$ cat src/rtl/gb_capture_ctrl_if.sv
// Bundle between the LCD capture sequencer and its surroundings: raw LCD pins,
// the VGA vsync, and the framebuffer write port.
interface gb_capture_ctrl_if #(
  parameter int ADDR_W = 15
) ();
  // Write port is a plain strobe: wr_addr/wr_data are meaningful only in a
  // cycle where wr_en is 1, and the framebuffer must take every strobe.
  // There is no ready; the sequencer never stalls.
  logic [1:0]      idata;
  logic            iclk;
  logic            ihsync;
  logic            ivsync;
  logic            ovsync;
  logic [ADDR_W:0] wr_addr;
  logic [1:0]      wr_data;
  logic            wr_en;
  logic            rd_bank;
  logic            capturing;
  logic            frame_ok;
  logic            frame_err;
  logic [7:0]      err_count;

  modport master (
    input  idata, iclk, ihsync, ivsync, ovsync,
    output wr_addr, wr_data, wr_en, rd_bank, capturing, frame_ok, frame_err,
           err_count
  );

  modport slave (
    output idata, iclk, ihsync, ivsync, ovsync,
    input  wr_addr, wr_data, wr_en, rd_bank, capturing, frame_ok, frame_err,
           err_count
  );
endinterface

$ cat src/rtl/gb_capture_ctrl.sv
// Game Boy LCD capture sequencer: synchronises the LCD pins, validates each
// frame's geometry, writes pixels into the back bank and swaps banks on VGA vsync.
module gb_capture_ctrl #(
  parameter int H_PIX       = 160,
  parameter int V_LINES     = 144,
  parameter int ADDR_W      = 15,
  parameter int SYNC_STAGES = 2
) (
  input  logic              clk,
  input  logic              rst_n,
  gb_capture_ctrl_if.master bus,
  output logic [1:0]        dbg_state_o,
  output logic              dbg_pending_o,
  output logic              dbg_wr_bank_o
);

  localparam int XW = $clog2(H_PIX + 1);
  localparam int YW = $clog2(V_LINES + 1);

  localparam logic [1:0] ST_WAIT    = 2'd0;
  localparam logic [1:0] ST_CAPTURE = 2'd1;
  localparam logic [1:0] ST_DONE    = 2'd2;

  localparam logic [XW-1:0] X_END  = XW'(H_PIX);
  localparam logic [YW-1:0] Y_LAST = YW'(V_LINES - 1);

  // ---------------------------------------------------------------------
  // Input synchronisers and edge detection
  // ---------------------------------------------------------------------
  logic [SYNC_STAGES-1:0]      iclk_s_q;
  logic [SYNC_STAGES-1:0]      hs_s_q;
  logic [SYNC_STAGES-1:0]      vs_s_q;
  logic [SYNC_STAGES-1:0][1:0] data_s_q;
  logic                        iclk_p_q;
  logic                        hs_p_q;
  logic                        vs_p_q;
  logic                        ev_iclk_q;
  logic                        ev_hs_q;
  logic                        ev_vs_q;
  logic [1:0]                  ev_data_q;
  logic                        ovs_q;
  logic                        ovs_rise;

  // Data goes through the same depth as iclk so the sample stays aligned
  // with the rising edge that qualifies it.
  always_ff @(posedge clk or negedge rst_n) begin
    if (!rst_n) begin
      iclk_s_q  <= '0;
      hs_s_q    <= '0;
      vs_s_q    <= '0;
      data_s_q  <= '0;
      iclk_p_q  <= 1'b0;
      hs_p_q    <= 1'b0;
      vs_p_q    <= 1'b0;
      ev_iclk_q <= 1'b0;
      ev_hs_q   <= 1'b0;
      ev_vs_q   <= 1'b0;
      ev_data_q <= 2'd0;
      ovs_q     <= 1'b0;
    end else begin
      iclk_s_q  <= {iclk_s_q[SYNC_STAGES-2:0], bus.iclk};
      hs_s_q    <= {hs_s_q[SYNC_STAGES-2:0], bus.ihsync};
      vs_s_q    <= {vs_s_q[SYNC_STAGES-2:0], bus.ivsync};
      data_s_q  <= {data_s_q[SYNC_STAGES-2:0], bus.idata};
      iclk_p_q  <= iclk_s_q[SYNC_STAGES-1];
      hs_p_q    <= hs_s_q[SYNC_STAGES-1];
      vs_p_q    <= vs_s_q[SYNC_STAGES-1];
      ev_iclk_q <= iclk_s_q[SYNC_STAGES-1] & ~iclk_p_q;
      ev_hs_q   <= hs_s_q[SYNC_STAGES-1] & ~hs_p_q;
      ev_vs_q   <= vs_s_q[SYNC_STAGES-1] & ~vs_p_q;
      ev_data_q <= data_s_q[SYNC_STAGES-1];
      ovs_q     <= bus.ovsync;
    end
  end

  assign ovs_rise = bus.ovsync & ~ovs_q;

  // ---------------------------------------------------------------------
  // Capture FSM, position counters and bank arbitration
  // ---------------------------------------------------------------------
  logic [1:0]        state_q, state_d;
  logic [XW-1:0]     x_q, x_d, xc;
  logic [YW-1:0]     y_q, y_d, yc;
  logic [ADDR_W-1:0] addr_q, addr_d;
  logic              pending_q, pending_d;
  logic              rd_bank_q, rd_bank_d;
  logic              wr_bank_q, wr_bank_d;
  logic              wr_en_q, wr_en_d;
  logic [ADDR_W:0]   wr_addr_q, wr_addr_d;
  logic [1:0]        wr_data_q, wr_data_d;
  logic              frame_ok_q, frame_ok_d;
  logic              frame_err_q;
  logic [7:0]        err_cnt_q, err_cnt_d;
  logic              err;
  logic              start;

  always_comb begin
    state_d    = state_q;
    x_d        = x_q;
    y_d        = y_q;
    addr_d     = addr_q;
    pending_d  = pending_q;
    rd_bank_d  = rd_bank_q;
    wr_bank_d  = wr_bank_q;
    wr_en_d    = 1'b0;
    wr_addr_d  = wr_addr_q;
    wr_data_d  = wr_data_q;
    frame_ok_d = 1'b0;
    err        = 1'b0;
    start      = 1'b0;
    xc         = x_q;
    yc         = y_q;

    case (state_q)
      ST_CAPTURE: begin
        if (ev_vs_q) begin
          // A new frame started before this one finished: count it, restart.
          err   = 1'b1;
          start = 1'b1;
        end else begin
          // Line advance is resolved first so a coincident pixel lands at x=0.
          if (ev_hs_q) begin
            if (x_q == X_END) begin
              xc = '0;
              yc = y_q + YW'(1);
            end else if (x_q != '0) begin
              err = 1'b1;
            end
          end
          if (ev_iclk_q && !err) begin
            if (xc == X_END) begin
              err = 1'b1;
            end else begin
              wr_en_d   = 1'b1;
              wr_addr_d = {wr_bank_q, addr_q};
              wr_data_d = ev_data_q;
              addr_d    = addr_q + ADDR_W'(1);
              xc        = xc + XW'(1);
              if (xc == X_END && yc == Y_LAST) begin
                state_d    = ST_DONE;
                frame_ok_d = 1'b1;
                pending_d  = 1'b1;
              end
            end
          end
          x_d = xc;
          y_d = yc;
          if (err) state_d = ST_WAIT;
        end
      end
      ST_WAIT, ST_DONE: begin
        if (ev_vs_q) start = 1'b1;
      end
      default: state_d = ST_WAIT;
    endcase

    // A finished frame still waiting for its swap is simply overwritten.
    if (start) begin
      state_d   = ST_CAPTURE;
      x_d       = '0;
      y_d       = '0;
      addr_d    = '0;
      pending_d = 1'b0;
    end

    // Swap looks at the registered pending, so a frame finishing in the same
    // cycle as the ovsync rise waits for the following one.
    if (ovs_rise && pending_q) begin
      rd_bank_d = wr_bank_q;
      wr_bank_d = ~wr_bank_q;
      pending_d = 1'b0;
    end

    err_cnt_d = err_cnt_q;
    if (err && err_cnt_q != 8'hFF) err_cnt_d = err_cnt_q + 8'd1;
  end

  always_ff @(posedge clk or negedge rst_n) begin
    if (!rst_n) begin
      state_q     <= ST_WAIT;
      x_q         <= '0;
      y_q         <= '0;
      addr_q      <= '0;
      pending_q   <= 1'b0;
      rd_bank_q   <= 1'b0;
      wr_bank_q   <= 1'b1;
      wr_en_q     <= 1'b0;
      wr_addr_q   <= '0;
      wr_data_q   <= 2'd0;
      frame_ok_q  <= 1'b0;
      frame_err_q <= 1'b0;
      err_cnt_q   <= 8'd0;
    end else begin
      state_q     <= state_d;
      x_q         <= x_d;
      y_q         <= y_d;
      addr_q      <= addr_d;
      pending_q   <= pending_d;
      rd_bank_q   <= rd_bank_d;
      wr_bank_q   <= wr_bank_d;
      wr_en_q     <= wr_en_d;
      wr_addr_q   <= wr_addr_d;
      wr_data_q   <= wr_data_d;
      frame_ok_q  <= frame_ok_d;
      frame_err_q <= err;
      err_cnt_q   <= err_cnt_d;
    end
  end

  assign bus.wr_en     = wr_en_q;
  assign bus.wr_addr   = wr_addr_q;
  assign bus.wr_data   = wr_data_q;
  assign bus.rd_bank   = rd_bank_q;
  assign bus.capturing = (state_q == ST_CAPTURE);
  assign bus.frame_ok  = frame_ok_q;
  assign bus.frame_err = frame_err_q;
  assign bus.err_count = err_cnt_q;

  assign dbg_state_o   = state_q;
  assign dbg_pending_o = pending_q;
  assign dbg_wr_bank_o = wr_bank_q;

endmodule

$ cat src/flat_wrapper.sv
// flat-port wrapper written by rule: the top's interface ports become plain ports
module gb_capture_ctrl_flat 
#(
  parameter int H_PIX       = 160,
  parameter int V_LINES     = 144,
  parameter int ADDR_W      = 15,
  parameter int SYNC_STAGES = 2
)
  (clk, rst_n, dbg_state_o, dbg_pending_o, dbg_wr_bank_o, bus_idata, bus_iclk, bus_ihsync, bus_ivsync, bus_ovsync, bus_wr_addr, bus_wr_data, bus_wr_en, bus_rd_bank, bus_capturing, bus_frame_ok, bus_frame_err, bus_err_count);
  gb_capture_ctrl_if #(.ADDR_W(ADDR_W)) bus_i ();
  input  logic clk;
  input  logic rst_n;
  output logic [1:0] dbg_state_o;
  output logic dbg_pending_o;
  output logic dbg_wr_bank_o;
  input wire logic [$bits(bus_i.idata)-1:0] bus_idata;
  input wire logic [$bits(bus_i.iclk)-1:0] bus_iclk;
  input wire logic [$bits(bus_i.ihsync)-1:0] bus_ihsync;
  input wire logic [$bits(bus_i.ivsync)-1:0] bus_ivsync;
  input wire logic [$bits(bus_i.ovsync)-1:0] bus_ovsync;
  output wire logic [$bits(bus_i.wr_addr)-1:0] bus_wr_addr;
  output wire logic [$bits(bus_i.wr_data)-1:0] bus_wr_data;
  output wire logic [$bits(bus_i.wr_en)-1:0] bus_wr_en;
  output wire logic [$bits(bus_i.rd_bank)-1:0] bus_rd_bank;
  output wire logic [$bits(bus_i.capturing)-1:0] bus_capturing;
  output wire logic [$bits(bus_i.frame_ok)-1:0] bus_frame_ok;
  output wire logic [$bits(bus_i.frame_err)-1:0] bus_frame_err;
  output wire logic [$bits(bus_i.err_count)-1:0] bus_err_count;
  assign bus_i.idata = bus_idata;
  assign bus_i.iclk = bus_iclk;
  assign bus_i.ihsync = bus_ihsync;
  assign bus_i.ivsync = bus_ivsync;
  assign bus_i.ovsync = bus_ovsync;
  assign bus_wr_addr = bus_i.wr_addr;
  assign bus_wr_data = bus_i.wr_data;
  assign bus_wr_en = bus_i.wr_en;
  assign bus_rd_bank = bus_i.rd_bank;
  assign bus_capturing = bus_i.capturing;
  assign bus_frame_ok = bus_i.frame_ok;
  assign bus_frame_err = bus_i.frame_err;
  assign bus_err_count = bus_i.err_count;
  gb_capture_ctrl #(.H_PIX(H_PIX), .V_LINES(V_LINES), .ADDR_W(ADDR_W), .SYNC_STAGES(SYNC_STAGES)) u_core (.clk(clk), .rst_n(rst_n), .bus(bus_i), .dbg_state_o(dbg_state_o), .dbg_pending_o(dbg_pending_o), .dbg_wr_bank_o(dbg_wr_bank_o));
endmodule
$ cat config.mk
export PLATFORM = sky130hd
export DESIGN_NAME = gb_capture_ctrl_flat
export DESIGN_NICKNAME = d
export VERILOG_FILES = /design/src/rtl/gb_capture_ctrl_if.sv /design/src/rtl/gb_capture_ctrl.sv /design/src/flat_wrapper.sv
export SDC_FILE = /design/constraint.sdc
export NUM_CORES = 1
export LEC_CHECK = 0
export BUFFER_PORTS_ARGS = -buffer_cell sky130_fd_sc_hd__buf_4
export CAP_MARGIN = 20
export CORE_MARGIN = 2
export CORE_UTILIZATION = 35
export DETAILED_ROUTE_END_ITERATION = 10
export GPL_ROUTABILITY_DRIVEN = 1
export PLACE_DENSITY = 0.52
export SLEW_MARGIN = 20
export SYNTH_ARGS = -nofsm -noshare
export SYNTH_HDL_FRONTEND = slang
export SYNTH_SLANG_ARGS = --single-unit
$ cat constraint.sdc
create_clock -name clk -period 3.9 [get_ports clk]
set_input_delay 0 -clock clk [delete_from_list [all_inputs] [get_ports clk]]
set_output_delay 0 -clock clk [all_outputs]
set_load 0.02 [all_outputs]
# Yosys cells after proc, flatten, opt, wreduce, memory -nomap -nowiden
# Cells that the tools add are included.
# totals
regBits	84
latchBits	0
ram_bits	0
rom_bits	0
in_bits	8
output_inout_bits	35
word_cells	133
n_memories	0
# op_classes
addsub	4
n_mul	0
div_mod_pow	0
n_lt_le_gt_ge	0
n_eq_ne	16
n_shift	0
mux	57
bitwise_logic	11
n_reduce_logical	19
# op_table
cell	count
two-way mux 8 bit	16
two-way mux 15 bit	5
equality test 8 bit, second input constant	4
two-way mux 1 bit	29
adder 8 x 1 -> 8 bit, second input constant	3
adder 15 x 1 -> 15 bit, second input constant	1
two-way mux 2 bit	6
AND reduction 5 bit	2
nonzero test 3 bit	3
!= test 4 x 1 -> 1 bit, second input constant	2
!= test 8 bit, second input constant	1
AND reduction 4 bit	2
nonzero test 8 bit	1
NOT 1 bit	7
!= test 3 bit, second input constant	2
bitwise AND 1 bit	4
logical AND 1 bit	4
!= test 2 x 1 -> 1 bit, second input constant	2
!= test 4 x 3 -> 1 bit, second input constant	1
case mux 2 bit (2 select lines)	1
nonzero test 2 bit	2
!= test 3 x 2 -> 1 bit, second input constant	1
OR reduction 3 bit	1
equality test 2 x 1 -> 1 bit, second input constant	1
6 further kinds	6

# Longest topological paths before layout
# Gate-level depths: netlist (run 1).
# depth
depth_word	15
ltp_mapped	7
depth_no_buf	6

# Least setup slack after synthesis (run 1)
# No wires, ideal clock.
# synth_path
path_kind	register to register
start	register u_core.x_q[1]
end	register u_core.addr_q[13]
setup_ns	0.125
arrival_time_ns	2.191
t_required_ns	3.775
setup_slack_ns	1.585
path_stages_with_launch	6
synth_period_minus_slack_ns	2.315
path_cell_list	dfrtp_1 -> or4_4 -> o31ai_4 -> o211ai_4 -> a2111oi_2 -> mux2_2
# synth_via
elab_chain_cells	10
# synth_rtl
element	line	rtl
start: declaration	gb_capture_ctrl.sv:82	logic [XW-1:0] x_q, x_d, xc;
start signal: assignment	gb_capture_ctrl.sv:181	x_q <= '0;
start signal: assignment	gb_capture_ctrl.sv:195	x_q <= x_d;
parallel branches: the longest is 9 deep, another holds equality test 8 bit	n/a	
AND reduction 4 bit (no line) *	n/a	
end signal: assignment	gb_capture_ctrl.sv:197	addr_q <= addr_d;
end: declaration	gb_capture_ctrl.sv:84	logic [ADDR_W-1:0] addr_q, addr_d;
# Every way passes the cells marked *. The select of a mux whose other input is x is not followed.
# A chain may end at the register's enable or synchronous reset.

# Worst setup path after layout (run 1)
# layout_path
start	register u_core.x_q[3]
end	register u_core.wr_addr_q[10] (netlist: u_core.bus.wr_addr[10])
# layout_via
elab_chain_cells	9
# layout_rtl
element	line	rtl
parallel branches: the longest is 8 deep, another holds equality test 8 bit	n/a	
AND reduction 4 bit (no line) *	n/a	
end signal: assignment	gb_capture_ctrl.sv:202	wr_addr_q <= wr_addr_d;
end: declaration	gb_capture_ctrl.sv:89	logic [ADDR_W:0] wr_addr_q, wr_addr_d;
# Marks and branches as above.

==> results of run 1 <==
-- metal layers --
| metal | track usage (%) | wire, um |
|---|---|---|
| met5 | 0 | 0 |
| met4 | 6.17 | 140 |
| met3 | 3.97 | 264 |
| met2 | 22.1 | 4000 |
| met1 | 20.1 | 4310 |
-- power groups by stage --
stage,Clock (mW),Combinational (mW),Sequential [mW]
6_report,0.862,0.466,1.03
5_1_grt,0.926,0.510,1.05
4_1_cts,0.888,0.474,1.03
3_5_place_dp,0,0.467,1.05
3_3_place_gp,0,0.464,1.05
2_1_floorplan,0,0.241,1.09
-- critical path, cell delays in order (launching register included) --
cell and delay, ns:
dfrtp_1 0.44, or4_4 0.59, o31ai_4 0.35, o211a_1 0.30, nand2_1 0.33, buf_4 0.31
mux2_2 0.28
-- worst max-delay path by stage --
| stage | start | endpoint | slack, ns | cells past startpoint |
|---|---|---|---|---|
| floorplan | u_core.x_q[1] | u_core.addr_q[13] | 1.58 | 5 |
| global placement | u_core.x_q[3] | u_core.bus.wr_data[0] | 1.26 | 6 |
| detailed placement | u_core.x_q[3] | u_core.bus.wr_addr[14] | 1.19 | 6 |
| CTS | u_core.x_q[3] | u_core.bus.wr_addr[14] | 1.17 | 6 |
| global route | u_core.x_q[0] | u_core.bus.wr_addr[14] | 0.95 | 6 |
| finish | u_core.x_q[3] | u_core.bus.wr_addr[10] | 1.18 | 6 |
-- kinds of logic after synthesis --
| family | count (synthesis) | share of synthesized area (%) |
|---|---|---|
| compound gates | 77 | 14.8 |
| xor+xnor | 9 | 1.94 |
| fa+ha+maj | 3 | 0.924 |
| buf+inv | 29 | 3.94 |
| flops | 84 | 51.8 |
| mux | 33 | 8.81 |
| simple gates | 128 | 17.8 |
-- registers in the layout (all words and copies together) (netlist names), 2 cells and up --
register	flops
u_core.x_q	8
u_core.ev_data_q	2
u_core.bus.wr_addr	16
u_core.hs_s_q	2
u_core.data_s_q	4
u_core.y_q	8
u_core.bus.wr_data	2
u_core.vs_s_q	2
u_core.dbg_state_o	2
u_core.iclk_s_q	2
u_core.bus.err_count	8
u_core.addr_q	15
-- timing repair --
item	CTS	global route
hold buffers	7	0
hold endpoints to repair	56	0
setup buffers	0	0
-- layout make-up --
| type | instances | area (um2) |
|---|---|---|
| clock inverter | 6 | 63.8 |
| fill | 1094 | 6510 |
| multi-input combinational | 250 | 1800 |
| sequential | 84 | 2100 |
| tap | 143 | 179 |
| inverter | 12 | 45.0 |
| clock buffer | 10 | 239 |
| timing repair buffer | 55 | 430 |
-- per-stage QoR --
stage | worst slack, ns | util, %
floorplan | 1.58 | -
global placement | 1.26 | 39.5
detailed placement | 1.19 | 39.5
CTS | 1.17 | 42.8
global route | 0.954 | 42.8
finish | 1.18 | 42.8
-- cells in the mapped netlist, types with 2 or more instances --
cell       number  area (um2)
mux2i_1        11         110
a2111oi_0       4        35.0
a22o_1          4        35.0
or3b_2          2        17.5
a31oi_1         4        25.0
and2_1          6        37.5
and4_1          4        35.0
xnor2_1         7        61.3
nor2_1          9        33.8
o21ai_0        13        65.1
o22ai_1         3        18.8
xor2_1          2        17.5
buf_2           3        15.0
and3_1          4        25.0
and2_2          2        15.0
o2111ai_1       5        43.8
clkbuf_1        8        30.0
nand2b_1       13        81.3
a32o_1          4        40.0
buf_4           2        15.0
nand4_1        11        68.8
a31o_2          2        17.5
ha_1            3        37.5
nand2_1        39         146
nor4b_1         2        17.5
a2111oi_2       2        30.0
nor2b_1         5        31.3
nor3_1          2        10.0
nor4_1          2        12.5
a21oi_1        17        85.1
nand3_1        13        65.1
dfrtp_1        83        2080
or4_1           2        15.0
inv_1          12        45.0
clkbuf_8        4        55.1
mux2_2         22         248
and2b_2         2        17.5
==> metrics, run 1 <==
relative slew slack 51.2%; CP Launch Type register; CTS H-tree depth 3; Resized cells post-CTS 0; synthesized flop and latch total 84; Routed WL 8.71 mm; crit path max fanout 11; largest net degree at the start of global routing 51; die width 112 um; Clk pin slew, worst setup/hold paths 0.07 ns; clk buf depth 2; Root Driver clkbuf_16; Vias 2898; reg2reg end u_core.bus.wr_addr[10]; syn_nets 374; switch share 29.7%; share of layout cells above drive strength 1 25.4%; Synth cell types 67; Fin Clk Skew 0.00884 ns; crit path kind register to register; Clk pwr share 36.5%; Max Clk Rate 368 MHz; initial antenna violation count 0; maximum VDD drop 0.240 mV; outcome complete, no violations; commonest non-fill, non-tap cell in the layout dfrtp_1; Psw 0.702 mW; Int Pwr 1.66 mW; IO Port Bufs 42; Clock Sinks 84; Hold WS 0.209 ns; GRT Total Usage 14.7%; DRT Pass-1 Iters 4; post-route cell area 4860 um2; # setup viols final 0; Critical Path RT 4.12 ns; Flop pwr share 43.8%; fin cells 560; Comb pwr share 19.7%; Core ar. 11400 um2; top-level port count 43; Initial Util 35.7%; DR vias/cell 5.18; Power Density 486 nW/um2; reg2reg setup slack 1.18 ns; vias in the first global route 2890; Worst Max-Slew Pin Slew 0.731 ns; Final Hold Viols 0; GR Overflow Total 0; total chip power 2.36 mW; max_cap viols 0; most frequent cells in the layout 83 x dfrtp_1, 48 x buf_4, 39 x nand2_1, 22 x mux2_2, 17 x a21oi_1; minimum clock period 2.72 ns; placed inst area 4490 um2; sequential share of the synthesized area 51.8%; CP arrival 2.94 ns; unrepaired setup endpoints after global routing false; Final Slew Violations 0; Min-Delay Path Class input pin to async pin; asr flop ratio synth 100%; clk_lat worst skew 0.35 ns; TritonCTS clock tree yes; Antenna Violating Nets Remaining 0; Post-DP HPWL 5.91 mm; die area 12500 um2; number of synthesized flops with an enable pin 0; dpl cells 537; ant diodes 0; first-pass GRT wire length 14.6 mm; main flop type after synthesis dfrtp_1; worst reg2reg path startpoint u_core.x_q[3]; Synth Cell Area 4060 um2; GPL Wtd Cong 0.801; final setup TNS 0 ns; nets@finish 423; CP Capture Type register; number of DRC markers in iteration 0 171; residual DRC count 0; warnings from Yosys 0; Post-Syn Instances 363; Layout Area Growth over Synthesis 19.6%; number of buffers created by CTS 9; syn avg cell area 11.2 um2; wire per inst 15.6 um; Worst Reg2Reg Path Length in Cells 6; Leak 2.16 nW; # rows 39; fin crit share 69.6%; Die Ht 112 um
No activity file was read; power rests on OpenSTA's default activity.
==> run 2, diff against run 1 <==
Clock period 3.9 ns to 2.7 ns, I/O delays scaled along.
==> run 2 against run 1 <==
Combinational power increased by 46%. Total power grew 42%. Fmax rose by 8.9%. Critical endpoint is now u_core.addr_q[13]. Largest cell class unchanged. Highest routed layer unchanged.
==> metrics, run 2 (synthesis results as in run 1) <==
outcome complete, no violations; Post-DP HPWL 5.96 mm; Vias 3000; Root Driver clkbuf_16; Worst Max-Slew Pin Slew 0.769 ns; die width 112 um; Layout Area Growth over Synthesis 21.1%; relative slew slack 48.7%; die area 12500 um2; top-level port count 43; residual DRC count 0; DR vias/cell 5.26; Min-Delay Path Class input pin to async pin; # setup viols final 0; vias in the first global route 2945; Power Density 683 nW/um2; CTS H-tree depth 3; Clock Sinks 84; Fin Clk Skew 0.0101 ns; GR Overflow Total 0; initial antenna violation count 0; post-CTS setup buffers 0; Util after Layout 43.3%; crit path max fanout 10; Clk pin slew, worst setup/hold paths 0.06 ns; # rows 39; clk_lat worst skew 0.35 ns; switch share 30.3%; IO Port Bufs 42; commonest non-fill, non-tap cell in the layout dfrtp_1; Flop pwr share 44.4%; wire per inst 15.5 um; Comb pwr share 20.3%; CP Launch Type register; Clk pwr share 35.3%; Leak 2.19 nW; GPL Wtd Cong 0.848; share of layout cells above drive strength 1 26.9%; Final Hold Viols 0; CP arrival 2.72 ns; dpl cells 547; max_cap viols 0; crit path kind register to register; nets@finish 433; Critical Path RT 2.93 ns; first-pass GRT wire length 15.0 mm; max FFs per register 16; number of DRC markers in iteration 0 203; most frequent cells in the layout 83 x dfrtp_1, 58 x buf_4, 39 x nand2_1, 22 x mux2_2, 17 x a21oi_1; Final Slew Violations 0; DRT Pass-1 Iters 4; GRT Total Usage 15.2%; Max Clk Rate 401 MHz; minimum clock period 2.49 ns; final setup TNS 0 ns; Psw 1.02 mW; ant diodes 0; clk buf depth 2; Core ar. 11400 um2; maximum VDD drop 0.526 mV; TritonCTS clock tree yes; Die Ht 112 um; fin cells 570; unrepaired setup endpoints after global routing false; Routed WL 8.81 mm; CP Capture Type register; Initial Util 35.7%; number of buffers created by CTS 9; fin crit share 92.4%; largest net degree at the start of global routing 60; Antenna Violating Nets Remaining 0; Int Pwr 2.34 mW
run 2: per-layer routing:
metal | vias to the layer above | GRT usage, % | part of all wire [%]
met5 | - | 0 | 0
met3 | 11 | 5.23 | 4.7
met2 | 54 | 22.9 | 47
met4 | 0 | 5.27 | 1.6
li1 | 1457 | - | -
met1 | 1478 | 20.5 | 47
run 2: per-stage QoR:
stage	total power [mW]	cell area, um2	hold slack [ns]	setup slack [ns]
2_1_floorplan	1.93	4060	-0.296	0.385
3_3_place_gp	2.19	4560	0.109	0.141
3_5_place_dp	2.20	4560	0.111	0.138
4_1_cts	3.42	4920	0.281	0.106
5_1_grt	3.55	4920	0.291	0.0663
6_report	3.36	4920	0.266	0.206
run 2: critical path: stages, from the launching register on:
cell and delay (ns):
dfrtp_1 0.44, or4_4 0.59, o31ai_4 0.35, o211ai_4 0.19
a2111oi_2 0.43, mux2_2 0.37
run 2: power groups by stage:
stage,Sequential (mW),Combinational (mW),Clock [mW]
floorplan,1.58,0.348,0
global placement,1.51,0.674,0
detailed placement,1.52,0.680,0
CTS,1.49,0.691,1.24
global route,1.51,0.752,1.28
finish,1.49,0.681,1.19
run 2: worst paths after layout:
check / from / endpoint / slack, ns / cells after the start
worst max-delay path: u_core.x_q[3] / u_core.addr_q[13] / 0.21 / 5
worst min-delay path: rst_n / u_core.x_q[4] / 0.27 / 2
worst max register to register: u_core.x_q[3] / u_core.addr_q[13] / 0.21 / 5
worst min register to register: u_core.data_s_q[3] / u_core.ev_data_q[1] / 0.35 / 0
max in group asynchronous: rst_n / u_core.bus.wr_addr[0] / 1.73 / 3
min in group clk: bus_idata[0] / u_core.data_s_q[0] / 0.30 / 2
run 2: cell type report:
class / count / area (um2)
Clock buffer: 12 / 256
Clock inverter: 4 / 31.3
Fill cell: 1076 / 6450
Inverter: 12 / 45.0
Multi-Input combinational cell: 250 / 1800
Sequential cell: 84 / 2100
Tap cell: 143 / 179
Timing Repair Buffer: 65 / 505
run 2: timing repair:
item                       4_1_cts  5_1_grt
hold buffers                     7        0
setup endpoints to repair        0        1
gates resized for setup          0        1
hold endpoints to repair        63        0
==> run 3, diff against run 2 <==
Settings changed: PLACE_DENSITY 0.52 to unset.
Clock period 2.7 ns to 2.3 ns, I/O delays scaled along.
==> run 3 against run 2 <==
Global-route usage up 0.35 points. Die area unchanged. Design area up 7.9%. Fmax up 8.5%. Sequential power up 17%. Clock power up 39%. Combinational power up 38%. Total power up 29%. Worst setup slack worse by 0.20 ns. Flip-flop and latch count unchanged. Largest power group unchanged.
==> metrics, run 3 (synthesis results as in run 1) <==
CP Launch Type register; CTS H-tree depth 3; placed inst area 4760 um2; first-pass GRT wire length 15.7 mm; Final Slew Violations 0; share of layout cells above drive strength 1 33.8%; crit path max fanout 8; GRT Total Usage 15.5%; clk buf depth 2; unrepaired setup endpoints after global routing true; relative slew slack 63.9%; final worst slack 0.00155 ns; post-route cell area 5310 um2; Min-Delay Path Class input pin to async pin; Power Density 815 nW/um2; GPL Wtd Cong 0.940; CP Capture Type register; Initial Util 35.7%; top-level port count 43; max_cap viols 0; reg2reg setup slack 0.002 ns; wire per inst 15.6 um; fin crit share 99.9%; nets@finish 463; Clk pin slew, worst setup/hold paths 0.06 ns; max FFs per register 16; # rows 39; # setup viols final 0; commonest non-fill, non-tap cell in the layout buf_4; Fin Clk Skew 0.00782 ns; Layout Area Growth over Synthesis 30.7%; Antenna Violating Nets Remaining 0; ant diodes 0; Core ar. 11400 um2; vias in the first global route 3131; crit path kind register to register; Clock Sinks 84; Worst Reg2Reg Path Length in Cells 5; DR vias/cell 5.35; Final Hold Viols 0; Leak 2.40 nW; pre-CTS setup slack -0.0304 ns; Worst Max-Slew Pin Slew 0.538 ns; outcome complete, no violations; residual DRC count 0; Root Driver clkbuf_16; IO Port Bufs 42; Die Ht 112 um; number of buffers created by CTS 9; reg2reg end u_core.addr_q[13]; Post-DP HPWL 6.51 mm; fin cells 599; worst reg2reg path startpoint u_core.x_q[2]; CP arrival 2.52 ns; Critical Path RT 2.52 ns; maximum VDD drop 0.492 mV; final setup TNS 0 ns; die width 112 um; minimum clock period 2.30 ns; Max Clk Rate 435 MHz; most frequent cells in the layout 84 x buf_4, 83 x dfrtp_1, 39 x nand2_1, 22 x mux2_2, 17 x a21oi_1; Hold WS 0.164 ns; Top delay family on crit path compound AO/OA/AOI/OAI gates; WP buf/inv 0; clk_lat worst skew 0.34 ns; dpl cells 570; DRT Pass-1 Iters 4; slowest stage delay, CP 0.58 ns; Crit-path slowest cell or4_4; Routed WL 9.36 mm; Vias 3202; TritonCTS clock tree yes; GR Overflow Total 0; die area 12500 um2; largest net degree at the start of global routing 50; initial antenna violation count 0; number of DRC markers in iteration 0 222; CP cell instances or4_4, o31ai_4, o211ai_4, a2111oi_2, mux2_2
-- run 3: cell types whose count changed in the layout (fill, tap and decap cells not counted), moves of 2 or more --
cell	change
nor4b_1	-2
nor4b_2	+2
bufinv_16	+3
buf_6	+2
buf_12	+2
a2111oi_0	-2
clkinvlp_4	-2
buf_4	+26
-- run 3: area by class of cell --
cell class	instances	area [um2]
clock buffer	11	243
fill	1049	6060
tap	143	179
timing repair buffer	95	763
multi-input combinational	250	1880
clock inverter	4	97.6
sequential	84	2100
inverter	12	45.0
-- run 3: power by group --
group / switching [mW] / internal (mW) / leakage, nW
Combinational: 0.516 / 0.422 / 1.13
Clock: 0.566 / 1.08 / 0.162
Sequential: 0.126 / 1.61 / 1.11
-- run 3: metal layers --
| metal | vias to the layer above | routed length (um) | global-route usage, % |
|---|---|---|---|
| met5 | - | 0 | 0 |
| met4 | 0 | 182 | 5.93 |
| met3 | 12 | 399 | 3.10 |
| met2 | 70 | 4480 | 24.6 |
| met1 | 1599 | 4300 | 21.1 |
| li1 | 1521 | - | - |
-- run 3: worst reg2reg max path, delay by kind of cell (launching register included) --
| family | cells | cell delay (ns) |
|---|---|---|
| AOI/OAI and AO/OA | 3 | 0.84 |
| and+or+nand+nor | 1 | 0.58 |
| DFF | 1 | 0.38 |
| muxes | 1 | 0.37 |
-- run 3: per-stage QoR --
stage	util, %	total power [mW]
2_1_floorplan	-	2.26
3_3_place_gp	41.9	2.63
3_5_place_dp	41.9	2.64
4_1_cts	45.9	4.34
5_1_grt	46.7	4.52
6_report	46.7	4.33
-- run 3: worst max path at each step --
stage                  start               endpoint  depth (start not counted)
2_1_floorplan  u_core.x_q[1]          u_core.x_q[6]                          5
3_3_place_gp   u_core.x_q[1]  u_core.dbg_state_o[1]                          6
5_1_grt        u_core.x_q[2]      u_core.addr_q[11]                          5
6_report       u_core.x_q[2]      u_core.addr_q[13]                          5
3_5_place_dp   u_core.x_q[1]  u_core.dbg_state_o[1]                          6
4_1_cts        u_core.x_q[2]  u_core.dbg_state_o[1]                          6
-- run 3: what timing repair did --
item	CTS	global route
resized for setup	7	10
hold buffers	7	0
setup buffers	3	4
endpoints found under the hold margin	41	0
setup endpoints to repair	7	21
pin swaps	2	4
